[src/rtl/htable_tx_sequencer_if.sv]
// Port bundle of the histogram table dump sequencer: control strobes,
// RAM read port and UART tx FIFO push port.
interface htable_tx_sequencer_if #(
    parameter int AW = 9,
    parameter int DW = 32
);
    logic          start_i;
    logic          abort_i;
    logic          ram_en_o;
    logic [AW-1:0] ram_addr_o;
    logic [DW-1:0] ram_data_i;
    logic          tx_active_o;
    logic          tx_wr_en_o;
    logic [7:0]    tx_wdata_o;
    logic          tx_full_i;
    logic          tx_empty_i;
    logic          busy_o;
    logic          done_o;
    logic [AW+2:0] byte_cnt_o;

    modport slave (
        input  start_i, abort_i, ram_data_i, tx_full_i, tx_empty_i,
        output ram_en_o, ram_addr_o, tx_active_o, tx_wr_en_o,
        output tx_wdata_o, busy_o, done_o, byte_cnt_o
    );

    modport master (
        output start_i, abort_i, ram_data_i, tx_full_i, tx_empty_i,
        input  ram_en_o, ram_addr_o, tx_active_o, tx_wr_en_o,
        input  tx_wdata_o, busy_o, done_o, byte_cnt_o
    );
endinterface

[src/rtl/htable_tx_sequencer.sv]
// Dumps the histogram table RAM to the UART tx FIFO, MSB byte first.
// HTABLE_TX_CHECKSUM_EN appends an 8-bit mod-256 sum of all data bytes.
module htable_tx_sequencer #(
    parameter int DEPTH = 256,
    parameter int AW    = 9,
    parameter int DW    = 32
) (
    input  logic                 clk_i,
    input  logic                 rst_i,
    htable_tx_sequencer_if.slave bus
);
    localparam int NB = DW / 8;
    localparam int IW = (NB > 1) ? $clog2(NB) : 1;
    localparam int CW = AW + 3;
    localparam logic [IW-1:0] LAST_IDX  = IW'(NB - 1);
    localparam logic [AW-1:0] LAST_ADDR = AW'(DEPTH - 1);

    typedef enum logic [2:0] {
        S_IDLE,
        S_RD_REQ,
        S_LOAD,
        S_PUSH,
        S_DRAIN,
        S_DONE
`ifdef HTABLE_TX_CHECKSUM_EN
        , S_CSUM
`endif
    } state_t;

    state_t        r_state;
    logic [AW-1:0] r_addr;
    logic [CW-1:0] r_byte_cnt;
    logic [DW-1:0] r_shreg;
    logic [IW-1:0] r_idx;
    logic          r_ram_en;
    logic          r_tx_active;
    logic          r_wr_en;
    logic [7:0]    r_wdata;
    logic          r_busy;
    logic          r_done;
`ifdef HTABLE_TX_CHECKSUM_EN
    logic [7:0]    r_sum;
`endif

    logic [7:0]    w_byte;
    logic          w_last_byte;
    logic          w_last_word;
    logic [CW-1:0] w_cnt_inc;

    assign w_byte      = r_shreg[DW-1 -: 8];
    assign w_last_byte = (r_idx == LAST_IDX);
    assign w_last_word = (r_addr == LAST_ADDR);
    assign w_cnt_inc   = r_byte_cnt + CW'(1);

    // Dump FSM; every output is a register so strobes are glitch-free.
    always_ff @(posedge clk_i or posedge rst_i) begin
        if (rst_i) begin
            r_state     <= S_IDLE;
            r_addr      <= '0;
            r_byte_cnt  <= '0;
            r_shreg     <= '0;
            r_idx       <= '0;
            r_ram_en    <= 1'b0;
            r_tx_active <= 1'b0;
            r_wr_en     <= 1'b0;
            r_wdata     <= '0;
            r_busy      <= 1'b0;
            r_done      <= 1'b0;
`ifdef HTABLE_TX_CHECKSUM_EN
            r_sum       <= '0;
`endif
        end else if (bus.abort_i) begin
            r_state     <= S_IDLE;
            r_ram_en    <= 1'b0;
            r_tx_active <= 1'b0;
            r_wr_en     <= 1'b0;
            r_busy      <= 1'b0;
            r_done      <= 1'b0;
        end else begin
            r_ram_en <= 1'b0;
            r_wr_en  <= 1'b0;
            unique case (r_state)
                S_IDLE, S_DONE: begin
                    if (bus.start_i) begin
                        r_addr      <= '0;
                        r_byte_cnt  <= '0;
                        r_done      <= 1'b0;
                        r_busy      <= 1'b1;
                        r_tx_active <= 1'b1;
                        r_ram_en    <= 1'b1;
                        r_state     <= S_RD_REQ;
`ifdef HTABLE_TX_CHECKSUM_EN
                        r_sum       <= '0;
`endif
                    end
                end
                S_RD_REQ: begin
                    r_state <= S_LOAD;
                end
                S_LOAD: begin
                    r_shreg <= bus.ram_data_i;
                    r_idx   <= '0;
                    r_state <= S_PUSH;
                end
                S_PUSH: begin
                    if (!bus.tx_full_i) begin
                        r_wr_en    <= 1'b1;
                        r_wdata    <= w_byte;
                        r_shreg    <= r_shreg << 8;
                        r_idx      <= r_idx + IW'(1);
                        r_byte_cnt <= w_cnt_inc;
`ifdef HTABLE_TX_CHECKSUM_EN
                        r_sum      <= r_sum + w_byte;
`endif
                        if (w_last_byte) begin
                            if (w_last_word) begin
`ifdef HTABLE_TX_CHECKSUM_EN
                                r_state <= S_CSUM;
`else
                                r_state <= S_DRAIN;
`endif
                            end else begin
                                r_addr   <= r_addr + AW'(1);
                                r_ram_en <= 1'b1;
                                r_state  <= S_RD_REQ;
                            end
                        end
                    end
                end
`ifdef HTABLE_TX_CHECKSUM_EN
                S_CSUM: begin
                    if (!bus.tx_full_i) begin
                        r_wr_en    <= 1'b1;
                        r_wdata    <= r_sum;
                        r_byte_cnt <= w_cnt_inc;
                        r_state    <= S_DRAIN;
                    end
                end
`endif
                S_DRAIN: begin
                    if (bus.tx_empty_i) begin
                        r_done      <= 1'b1;
                        r_busy      <= 1'b0;
                        r_tx_active <= 1'b0;
                        r_state     <= S_DONE;
                    end
                end
                default: begin
                    r_state <= S_IDLE;
                end
            endcase
        end
    end

    assign bus.ram_en_o    = r_ram_en;
    assign bus.ram_addr_o  = r_addr;
    assign bus.tx_active_o = r_tx_active;
    assign bus.tx_wr_en_o  = r_wr_en;
    assign bus.tx_wdata_o  = r_wdata;
    assign bus.busy_o      = r_busy;
    assign bus.done_o      = r_done;
    assign bus.byte_cnt_o  = r_byte_cnt;
endmodule
[src/flat_wrapper.sv]
// flat-port wrapper written by rule: the top's interface ports become plain ports
module htable_tx_sequencer_flat 
#(
    parameter int DEPTH = 256,
    parameter int AW    = 9,
    parameter int DW    = 32
)
  (clk_i, rst_i, bus_start_i, bus_abort_i, bus_ram_data_i, bus_tx_full_i, bus_tx_empty_i, bus_ram_en_o, bus_ram_addr_o, bus_tx_active_o, bus_tx_wr_en_o, bus_tx_wdata_o, bus_busy_o, bus_done_o, bus_byte_cnt_o);
  htable_tx_sequencer_if #(.AW(AW), .DW(DW)) bus_i ();
  input  logic clk_i;
  input  logic rst_i;
  input wire logic [$bits(bus_i.start_i)-1:0] bus_start_i;
  input wire logic [$bits(bus_i.abort_i)-1:0] bus_abort_i;
  input wire logic [$bits(bus_i.ram_data_i)-1:0] bus_ram_data_i;
  input wire logic [$bits(bus_i.tx_full_i)-1:0] bus_tx_full_i;
  input wire logic [$bits(bus_i.tx_empty_i)-1:0] bus_tx_empty_i;
  output wire logic [$bits(bus_i.ram_en_o)-1:0] bus_ram_en_o;
  output wire logic [$bits(bus_i.ram_addr_o)-1:0] bus_ram_addr_o;
  output wire logic [$bits(bus_i.tx_active_o)-1:0] bus_tx_active_o;
  output wire logic [$bits(bus_i.tx_wr_en_o)-1:0] bus_tx_wr_en_o;
  output wire logic [$bits(bus_i.tx_wdata_o)-1:0] bus_tx_wdata_o;
  output wire logic [$bits(bus_i.busy_o)-1:0] bus_busy_o;
  output wire logic [$bits(bus_i.done_o)-1:0] bus_done_o;
  output wire logic [$bits(bus_i.byte_cnt_o)-1:0] bus_byte_cnt_o;
  assign bus_i.start_i = bus_start_i;
  assign bus_i.abort_i = bus_abort_i;
  assign bus_i.ram_data_i = bus_ram_data_i;
  assign bus_i.tx_full_i = bus_tx_full_i;
  assign bus_i.tx_empty_i = bus_tx_empty_i;
  assign bus_ram_en_o = bus_i.ram_en_o;
  assign bus_ram_addr_o = bus_i.ram_addr_o;
  assign bus_tx_active_o = bus_i.tx_active_o;
  assign bus_tx_wr_en_o = bus_i.tx_wr_en_o;
  assign bus_tx_wdata_o = bus_i.tx_wdata_o;
  assign bus_busy_o = bus_i.busy_o;
  assign bus_done_o = bus_i.done_o;
  assign bus_byte_cnt_o = bus_i.byte_cnt_o;
  htable_tx_sequencer #(.DEPTH(DEPTH), .AW(AW), .DW(DW)) u_core (.clk_i(clk_i), .rst_i(rst_i), .bus(bus_i));
endmodule
[config.mk]
export PLATFORM = sky130hd
export DESIGN_NAME = htable_tx_sequencer_flat
export DESIGN_NICKNAME = d
export VERILOG_FILES = /design/src/rtl/htable_tx_sequencer_if.sv /design/src/rtl/htable_tx_sequencer.sv /design/src/flat_wrapper.sv
export SDC_FILE = /design/constraint.sdc
export NUM_CORES = 1
export LEC_CHECK = 0
export CORE_ASPECT_RATIO = 0.9
export CORE_UTILIZATION = 35
export DETAILED_ROUTE_END_ITERATION = 8
export GPL_TIMING_DRIVEN = 0
export SETUP_SLACK_MARGIN = 0.3
export SKIP_CTS_REPAIR_TIMING = 1
export SYNTH_ARGS = -nofsm -noshare
export SYNTH_HDL_FRONTEND = slang
export SYNTH_SLANG_ARGS = --single-unit
[constraint.sdc]
create_clock -name clk_i -period 2.8 [get_ports clk_i]
set_input_delay 0.42 -clock clk_i [delete_from_list [all_inputs] [get_ports clk_i]]
set_output_delay 0.42 -clock clk_i [all_outputs]
set_load 0.03 [all_outputs]
Word level (Yosys, flattened, before mapping)
Cells that the tools add are included.
{ "word_totals": {"regBits": 70, "latch_bits": 0, "ramBits": 0, "rom_bits": 0, "input_bits": 38, "wordCells": 77, "mem_count": 0} }
{ "classes": {"addsub": 3, "n_mul": 0, "div": 0, "order_cmp": 0, "n_eq_ne": 15, "n_shift": 0, "muxes": 36, "n_bitwise": 2, "n_reduce_logical": 11} }
{ "op_table": {"columns": ["cell", "n"], "rows": [
  ["$pmux W32 S2", 1],
  ["$mux W9", 4],
  ["$mux W32", 1],
  ["$mux W12", 2],
  ["$pmux W12 S2", 1],
  ["$mux W3", 6],
  ["$pmux W9 S2", 1],
  ["$pmux W3 S5", 1],
  ["$mux W1", 14],
  ["$add A12 B1 Y12 const B", 1],
  ["$add A9 B1 Y9 const B", 1],
  ["$eq A9 B8 Y1 const B", 1],
  ["$ne A3 B3 Y1 const B", 3],
  ["$reduce_and A3 Y1", 3],
  ["$reduce_and A4 Y1", 2],
  ["$eq A3 B2 Y1 const B", 2],
  ["$eq A3 B3 Y1 const B", 2],
  ["$ne A2 B2 Y1 const B", 3],
  ["$pmux W1 S2", 3],
  ["$reduce_and A6 Y1", 1],
  ["$pmux W2 S2", 1],
  ["$reduce_bool A2 Y1", 2],
  ["$eq A3 B1 Y1 const B", 1],
  ["$logic_not A3 Y1", 1],
  ["other kinds (8)", 9]
]} }

Logic depth before layout (Yosys ltp)
Gate-level depths: netlist of the first run.
{ "logic_depth": {"word_depth": 6, "mapped_depth": 8, "mapped_depth_nobuf": 7} }

Worst setup path before layout of the first run
OpenSTA, ideal clock, no wires.
{ "synth_timing": {"path_type": "register -> register", "from": "reg u_core.r_addr[5] (netlist: u_core.bus.ram_addr_o[5])", "to": "reg u_core.r_addr[5] (netlist: u_core.bus.ram_addr_o[5])", "setup_ps": 69, "arrival_ps": 2024, "required_ps": 2731, "path_slack_ps": 707, "path_stages_with_launch": 8, "n_path_buf": 0, "synth_period_minus_slack_ps": 2093, "path_cell_list": "dfrtp_1 -> and4_1 -> and4_1 -> ha_1 -> and4b_1 -> nand4_1 -> or3_1 -> nand3_1"} }
{ "synth_via": {"elab_chain_len": 5, "elab_cells_between_ends": 8, "classes_between": "1 x add/sub; 2 x eq/ne; 4 x mux; 1 x reduce/logical"} }
{ "synth_lines": {"columns": ["element", "line_no", "rtl"], "rows": [
  ["from (decl)", "htable_tx_sequencer.sv:31", "logic [AW-1:0] r_addr;"],
  ["from (signal assigned)", "htable_tx_sequencer.sv:123", "r_addr <= r_addr + AW'(1);"],
  ["$add A9 B1 Y9", "htable_tx_sequencer.sv:123", null],
  ["$mux W9", "htable_tx_sequencer.sv:116", "if (w_last_word) begin"],
  ["$mux W9", "htable_tx_sequencer.sv:115", "if (w_last_byte) begin"],
  ["$mux W9", "htable_tx_sequencer.sv:106", "if (!bus.tx_full_i) begin"],
  ["$pmux W9 S2", "htable_tx_sequencer.sv:82", "unique case (r_state)"]
]} }
Several ways; a longest one is shown, not always the timed one. The select of a mux whose other input is x is not followed.
A chain may end at the register's enable or synchronous reset.

Worst setup path after layout of the first run
{ "layout_timing": {"from": "in bus_start_i", "to": "reg u_core.r_byte_cnt[2] (netlist: u_core.bus.byte_cnt_o[2])"} }
{ "layout_via": {"elab_chain_len": 2} }
{ "layout_lines": {"columns": ["element", "line_no", "rtl"], "rows": [
  ["from (decl)", "flat_wrapper.sv:12", "input wire logic [$bits(bus_i.start_i)-1:0] bus_start_i;"],
  ["$ne A2 B2 Y1 (no line)", null, null],
  ["$reduce_and A4 Y1 (no line)", null, null],
  ["to (signal assigned)", "htable_tx_sequencer.sv:111", "r_byte_cnt <= w_cnt_inc;"],
  ["to (decl)", "htable_tx_sequencer.sv:32", "logic [CW-1:0] r_byte_cnt;"]
]} }
No other way between the ends.

==> results of run 1 <==
-- power by group through the flow --
| stage | Sequential, W | Combinational, W | Clock, W |
|---|---|---|---|
| after floorplan | 0.00140 | 0.000255 | 0 |
| after global placement | 0.00134 | 0.000537 | 0 |
| after detailed placement | 0.00134 | 0.000547 | 0 |
| after CTS | 0.00132 | 0.000549 | 0.000806 |
| after global routing | 0.00135 | 0.000612 | 0.000855 |
| final | 0.00132 | 0.000540 | 0.000790 |
-- logic make-up after synthesis --
logic type,Yosys count,share of synthesized area
DFF,70,0.5309
and+or+nand+nor,137,0.2006
adders and majority gates,4,0.01517
muxes,24,0.07281
xor gates and xnor gates,3,0.007965
AOI/OAI and AO/OA,81,0.1365
buffers and inverters,28,0.03602
-- layout by cell type (no fill, tap or decap), types with 2 or more instances in the layout --
master and n:
clkdlybuf4s50_1 70, clkinvlp_4 2, o22ai_1 3, mux2i_1 24, a31oi_1 5, o21ai_0 50
clkbuf_1 14, or3b_1 2, xnor2_1 2, nand2b_1 3, buf_2 2, o41ai_1 2
nand4b_1 3, clkbuf_8 9, and3_1 2, a21oi_1 13, ha_1 4, nand2_1 81
o31ai_1 2, buf_1 4, inv_1 4, nor2_1 11, dfrtp_1 70, or3_1 6
nor2b_1 3, clkinv_2 2, nand4_1 3, and4_1 3, or4_1 4, o211ai_1 2
nand3_1 8
-- critical path: stages --
cell and delay (ns):
clkdlybuf4s50_1 0.56, or4b_4 0.51, a31o_1 0.30, buf_2 0.21, clkbuf_1 0.26, o211ai_1 0.23, nand2_1 0.08
-- final timing paths --
kind | start | end | slack (ns)
max | bus_start_i | u_core.bus.byte_cnt_o[2]$_DFFE_PP0P_ | 0.45
min | bus_abort_i | u_core.r_state[0]$_DFFE_PP0P_ | 0.46
max reg2reg | u_core.r_state[1]$_DFFE_PP0P_ | u_core.bus.byte_cnt_o[2]$_DFFE_PP0P_ | 0.52
min reg2reg | u_core.r_shreg[29]$_DFFE_PP0P_ | u_core.bus.tx_wdata_o[5]$_DFFE_PP0P_ | 0.47
max in group asynchronous | rst_i | u_core.r_shreg[10]$_DFFE_PP0P_ | 1.65
min in group asynchronous | rst_i | u_core.bus.byte_cnt_o[11]$_DFFE_PP0P_ | 0.61
-- layer usage --
layer,vias up,part of all wire,GRT usage
met5,-,0,0
met2,53,0.47,0.2693
met3,6,0.030,0.02705
met1,1321,0.49,0.2456
met4,0,0.0092,0.06667
li1,1382,-,-
-- area by class of cell --
class	instances	area [sq um]
Multi-Input combinational cell	249	1429
Sequential cell	70	1752
Buffer	22	96.34
Inverter	6	25.02
Tap cell	122	152.6
Clock buffer	9	123.9
Timing Repair Buffer	70	700.7
Clock inverter	6	63.81
Fill cell	913	4782
-- stage by stage --
step | total power (W) | setup WS (ns)
2_1_floorplan | 0.001656 | 0.6118
3_3_place_gp | 0.001873 | -0.6596
3_5_place_dp | 0.001891 | 0.1067
4_1_cts | 0.002678 | 0.4671
5_1_grt | 0.002816 | 0.3202
6_report | 0.002650 | 0.4496
-- flip-flops by register name, indices dropped and copies added, names as in the netlist, 2 cells and up --
| name | flops |
|---|---|
| u_core.bus.byte_cnt_o | 12 |
| u_core.r_shreg | 32 |
| u_core.bus.ram_addr_o | 9 |
| u_core.r_state | 3 |
| u_core.r_idx | 2 |
| u_core.bus.tx_wdata_o | 8 |
==> summary.md, run 1 <==
| Metric | Value |
|---|---|
| Post-route cell area | `0.004343 sq mm` |
| Hold violation count in the final report | `0` |
| Vias | `2762` |
| Yosys top cell by area | `dfrtp_1` |
| Finished Layout Cells | `554` |
| CTS tree | `yes` |
| Combinational share of power | `0.204` |
| Critical Path Sink Type | `flip-flop` |
| CP startpoint kind | `input port` |
| Worst-margin pin slew | `1.104 ns` |
| WHS | `0.4554 ns` |
| Placed cells | `539` |
| CORE AREA | `0.009125 sq mm` |
| CTS buffer count | `9` |
| Share of power burned in the clock network | `0.298` |
| Fin util | `0.4759` |
| Sw Pwr | `0.0007947 W` |
| Hold crit path type | `input port to flip-flop` |
| Minimum clock period after layout | `2.350 ns` |
| Clk buf depth | `2` |
| Final slew viol count | `0` |
| Syn Area/Cell | `9.508 sq um` |
| Max FO, Critical Path | `10` |
| Area share of the largest cell type after synthesis | `0.5309` |
| Pre-antenna DRT Iters | `5` |
| Full die area | `0.009820 sq mm` |
| Layout overhead on the synthesized area | `31.63%` |
| Initial antenna violation count | `0` |
| Cell with the most instances after synthesis | `nand2_1` |
| Routed WL | `7812 um` |
| Clk_lat worst skew | `0.33 ns` |
| Starting Density | `0.3616` |
| # port buffers | `70` |
| Reg power frac | `0.498` |
| Async SR Flop Fraction | `1.000` |
| Sinks on Clock Net | `70` |
| Die Span Y | `94.11 um` |
| Syn. warnings | `0` |
| Die X | `104.3 um` |
| Synth Net Count | `389` |
| N_diodes | `0` |
| Max-cap violations | `0` |
| CP Class | `input port to flip-flop` |
| ANT nets after route | `0` |
| Global-route wire length before repair | `13360 um` |
| Top cells by area, synth | `dfrtp_1 (53%), nand2_1 (9.2%), o21ai_0 (7.6%), mux2i_1 (7.3%), a21oi_1 (2.0%)` |
| Layout Nets | `470` |
| RSZ-0062 raised after global routing | `no` |
| Setup TNS | `0 ns` |
| Final setup skew | `0.009771 ns` |
| Worst path required time | `3.02 ns` |
| Largest net degree at the start of global routing | `71` |
| PwrDens | `610.3 mW/mm^2` |
| Share of layout cells above drive strength 1 | `0.05093` |
| Dpl hpwl | `5615 um` |
| Routed wire length per instance | `14.10 um` |
| Yosys cell types | `43` |
| Cell area after synthesis | `0.003299 sq mm` |
| Rel. slew slack | `0.2582` |
| Vias in the first global route | `2697` |
| Status | `finished clean` |
| Post-synthesis sequential area ratio | `0.5309` |
| Cell Area, Placed | `0.004155 sq mm` |
| Hold path cells | `2` |
| # DRC | `0` |
| Routed vias/inst | `4.986` |
| Clk slew on worst S/H paths | `0.08 ns` |
| GP Congestion | `0.8036` |
| DR iter-0 viols | `141` |
| H-tree Lvls | `3` |
| Synth Instances | `347` |
| Row count | `33` |
| Final setup viols | `0` |
| Seq cells post-synth | `70` |
| Top_reg_cell synth | `dfrtp_1` |
| Peak supply drop | `0.2741 mV` |
| Fin crit share | `0.8394` |
| Worst r2r path cells | `7` |
| Peak Freq | `0.4255 GHz` |
| Post-synth EDFFs | `0` |
| Internal power | `0.001856 W` |
| CTS Root Buffer Type | `clkbuf_8` |
| Sw frac | `0.2998` |
| GR Overflow Total | `0` |
| Tot GR Track Use | `0.1742` |
| Leakage power | `2.039 nW` |
| IO Count | `72` |
| Commonest cells in the netlist | `nand2_1 (81), dfrtp_1 (70), o21ai_0 (50)` |
| Critical Path AT | `2.57 ns` |
Note: power is estimated with default switching activity, not from simulation.
==> run 2, diff against run 1 <==
==> constraint.sdc (replaced) <==
create_clock -name clk_i -period 2.2 [get_ports clk_i]
set_input_delay 0.33 -clock clk_i [delete_from_list [all_inputs] [get_ports clk_i]]
set_output_delay 0.33 -clock clk_i [all_outputs]
set_load 0.03 [all_outputs]
==> run 2 against run 1 <==
  * Sequential power grew 27%
  * Flip-flop and latch count is the same
  * Die area is the same
  * Sequential share of layout area shrank 2.2 points
  * Wire length grew 5.7%
  * First-iteration DRC count shrank 29%
  * Worst hold slack lost 0.084 ns
  * Critical path depth shrank 1
  * Clock-buffer cell count grew 1
  * Setup slack lost 0.33 ns
  * Critical endpoint is now u_core.bus.byte_cnt_o[3]$_DFFE_PP0P_
  * Largest cell class unchanged
==> summary.md, run 2 (synthesis gave the netlist of run 1 again) <==
| Metric | Value |
|---|---|
| Hold crit path type | `input port to flip-flop` |
| Initial antenna violation count | `0 (unchanged)` |
| Critical path, cell by cell | `buf_6 > or4b_4 > a31o_4 > buf_4 > or4_4 > nand2_1` |
| Reg power frac | `0.487 (-0.011)` |
| Routed vias/inst | `4.988 (about the same)` |
| Clk_lat worst skew | `0.34 ns (about the same)` |
| CP startpoint kind | `flip-flop` |
| Flop2flop setup slack | `0.12 ns (-0.40 ns)` |
| Layout Nets | `484 (+3.0%)` |
| DR iter-0 viols | `100 (-29%)` |
| IO Count | `72 (unchanged)` |
| Die X | `104.3 um (unchanged)` |
| Critical Path AT | `2.37 ns (-0.20 ns)` |
| Critical Path Sink Type | `flip-flop` |
| Row count | `33 (unchanged)` |
| CTS Root Buffer Type | `clkbuf_8` |
| ANT nets after route | `0 (unchanged)` |
| Layout overhead on the synthesized area | `39.74%` |
| Number of flip-flops in the largest register | `32 (unchanged)` |
| Starting Density | `0.3616 (unchanged)` |
| Routed wire length per instance | `14.51 um (+2.9%)` |
| Most common cell after layout, fill and taps aside | `nand2_1` |
| Die Span Y | `94.11 um (unchanged)` |
| Max FO, Critical Path | `8 (-2)` |
| # port buffers | `70 (unchanged)` |
| # DRC | `0 (unchanged)` |
| Vias | `2838 (+2.8%)` |
| Routed WL | `8255 um (+5.7%)` |
| Share of power burned in the clock network | `0.304 (+0.006)` |
| Slowest CP cell | `or4b_4` |
| Leakage power | `2.184 nW (+7.1%)` |
| CP Class | `flip-flop to flip-flop` |
| Most frequent cells in the layout | `nand2_1 (81), clkdlybuf4s50_1 (69), dfrtp_1 (64)` |
| Fin util | `0.5053 (+0.02934)` |
| Rel. slew slack | `0.4697 (+0.2116)` |
| Global-route wire length before repair | `13140 um (-1.6%)` |
| Peak supply drop | `0.3027 mV (+10%)` |
| Top Family by Delay on Critical Path | `simple AND/OR/NAND/NOR gates` |
| Peak Freq | `0.4811 GHz` |
| PwrDens | `748.6 mW/mm^2 (+23%)` |
| Sw Pwr | `0.001051 W (+32%)` |
| Sw frac | `0.3044 (+0.004617)` |
| Worst-margin pin slew | `0.7911 ns (-0.3131 ns)` |
| GP Congestion | `0.8089 (+0.66%)` |
| Fin crit share | `0.9448` |
| CP bufs+invs | `2 (-1)` |
| Vias in the first global route | `2600 (-3.6%)` |
| Internal power | `0.002401 W (+29%)` |
| Sinks on Clock Net | `70 (unchanged)` |
| Worst path required time | `2.49 ns (-0.53 ns)` |
| CORE AREA | `0.009125 sq mm (unchanged)` |
| CTS tree | `yes` |
| Max-cap violations | `0 (unchanged)` |
| Tot GR Track Use | `0.1707 (-0.003494)` |
| Final setup viols | `0 (unchanged)` |
| Hold violation count in the final report | `0 (unchanged)` |
| Largest net degree at the start of global routing | `39 (-45%)` |
| Pre-antenna DRT Iters | `4 (-1)` |
| Clk buf depth | `2 (unchanged)` |
| GR Overflow Total | `0 (unchanged)` |
| Place WS | `-0.2591 ns (-0.3658 ns)` |
| Largest stage delay, worst path | `0.57 ns (about the same)` |
| Status | `finished clean` |
| Share of layout cells above drive strength 1 | `0.1499 (+0.09896)` |
| Final setup skew | `0.009453 ns (-0.0003176 ns)` |
| Full die area | `0.009820 sq mm (unchanged)` |
| Clk slew on worst S/H paths | `0.08 ns (about the same)` |
| Dpl hpwl | `5818 um (+3.6%)` |
| Minimum clock period after layout | `2.079 ns` |
| RSZ-0062 raised after global routing | `yes` |
| Final slew viol count | `0 (unchanged)` |
| Fin worst setup slack | `0.1215 ns (-0.3281 ns)` |
| Biggest register | `u_core.r_shreg` |
| N_diodes | `0 (unchanged)` |
| CTS buffer count | `9 (unchanged)` |
| H-tree Lvls | `3 (unchanged)` |
| Combinational share of power | `0.209 (+0.005)` |
-- run 2: changes by cell type in the layout (fill, tap and decap cells not counted), sizes merged --
cell,before,now
buf,8,21
clkinv,4,3
clkinvlp,2,3
clkdlybuf4s50,70,69
dlymetal6s2s,0,1
clkbuf,23,25
-- run 2: path summary, 6_finish.rpt --
path | end | depth (start not counted) | start
max | u_core.bus.byte_cnt_o[3]$_DFFE_PP0P_ | 6 | u_core.r_state[1]$_DFFE_PP0P_
min | u_core.r_state[2]$_DFFE_PP0P_ | 2 | bus_abort_i
max reg2reg | u_core.bus.byte_cnt_o[3]$_DFFE_PP0P_ | 6 | u_core.r_state[1]$_DFFE_PP0P_
min reg2reg | u_core.bus.tx_wdata_o[4]$_DFFE_PP0P_ | 2 | u_core.r_shreg[28]$_DFFE_PP0P_
max in group asynchronous | u_core.bus.ram_addr_o[3]$_DFFE_PP0P_ | 3 | rst_i
min in group asynchronous | u_core.r_shreg[7]$_DFFE_PP0P_ | 2 | rst_i
-- run 2: cell type report --
class	count	area, sq um
Timing Repair Buffer	84	820.8
Inverter	6	26.28
Fill cell	859	4514
Buffer	22	136.4
Tap cell	122	152.6
Clock inverter	6	71.32
Sequential cell	70	1759
Clock buffer	10	127.6
Multi-Input combinational cell	249	1516
-- run 2: metal layers --
metal	GRT usage	vias up	part of all wire
li1	-	1408	-
met1	0.2398	1360	0.47
met2	0.2666	65	0.47
met3	0.03537	5	0.044
met4	0.04643	0	0.0082
met5	0	-	0
-- run 2: power by group through the flow --
| stage | registers [W] | logic [W] | clock network [W] |
|---|---|---|---|
| global placement | 0.00170 | 0.000687 | 0 |
| CTS | 0.00168 | 0.000708 | 0.00108 |
| global route | 0.00172 | 0.000801 | 0.00112 |
| finish | 0.00168 | 0.000722 | 0.00105 |
| floorplan | 0.00178 | 0.000328 | 0 |
| detailed placement | 0.00171 | 0.000705 | 0 |
-- run 2: stage by stage --
stage / total power (W) / hold slack, ns / instance area [sq um] / std cells / setup TNS (ns)
after floorplan: 0.002112 / 0.4386 / 3338 / 347 / 0
after global placement: 0.002388 / 0.4550 / 4192 / 539 / -2.233
after detailed placement: 0.002417 / 0.4610 / 4212 / 540 / -2.748
after CTS: 0.003473 / 0.3561 / 4410 / 556 / -0.1321
after global routing: 0.003641 / 0.4054 / 4611 / 569 / 0
final: 0.003451 / 0.3715 / 4611 / 569 / 0
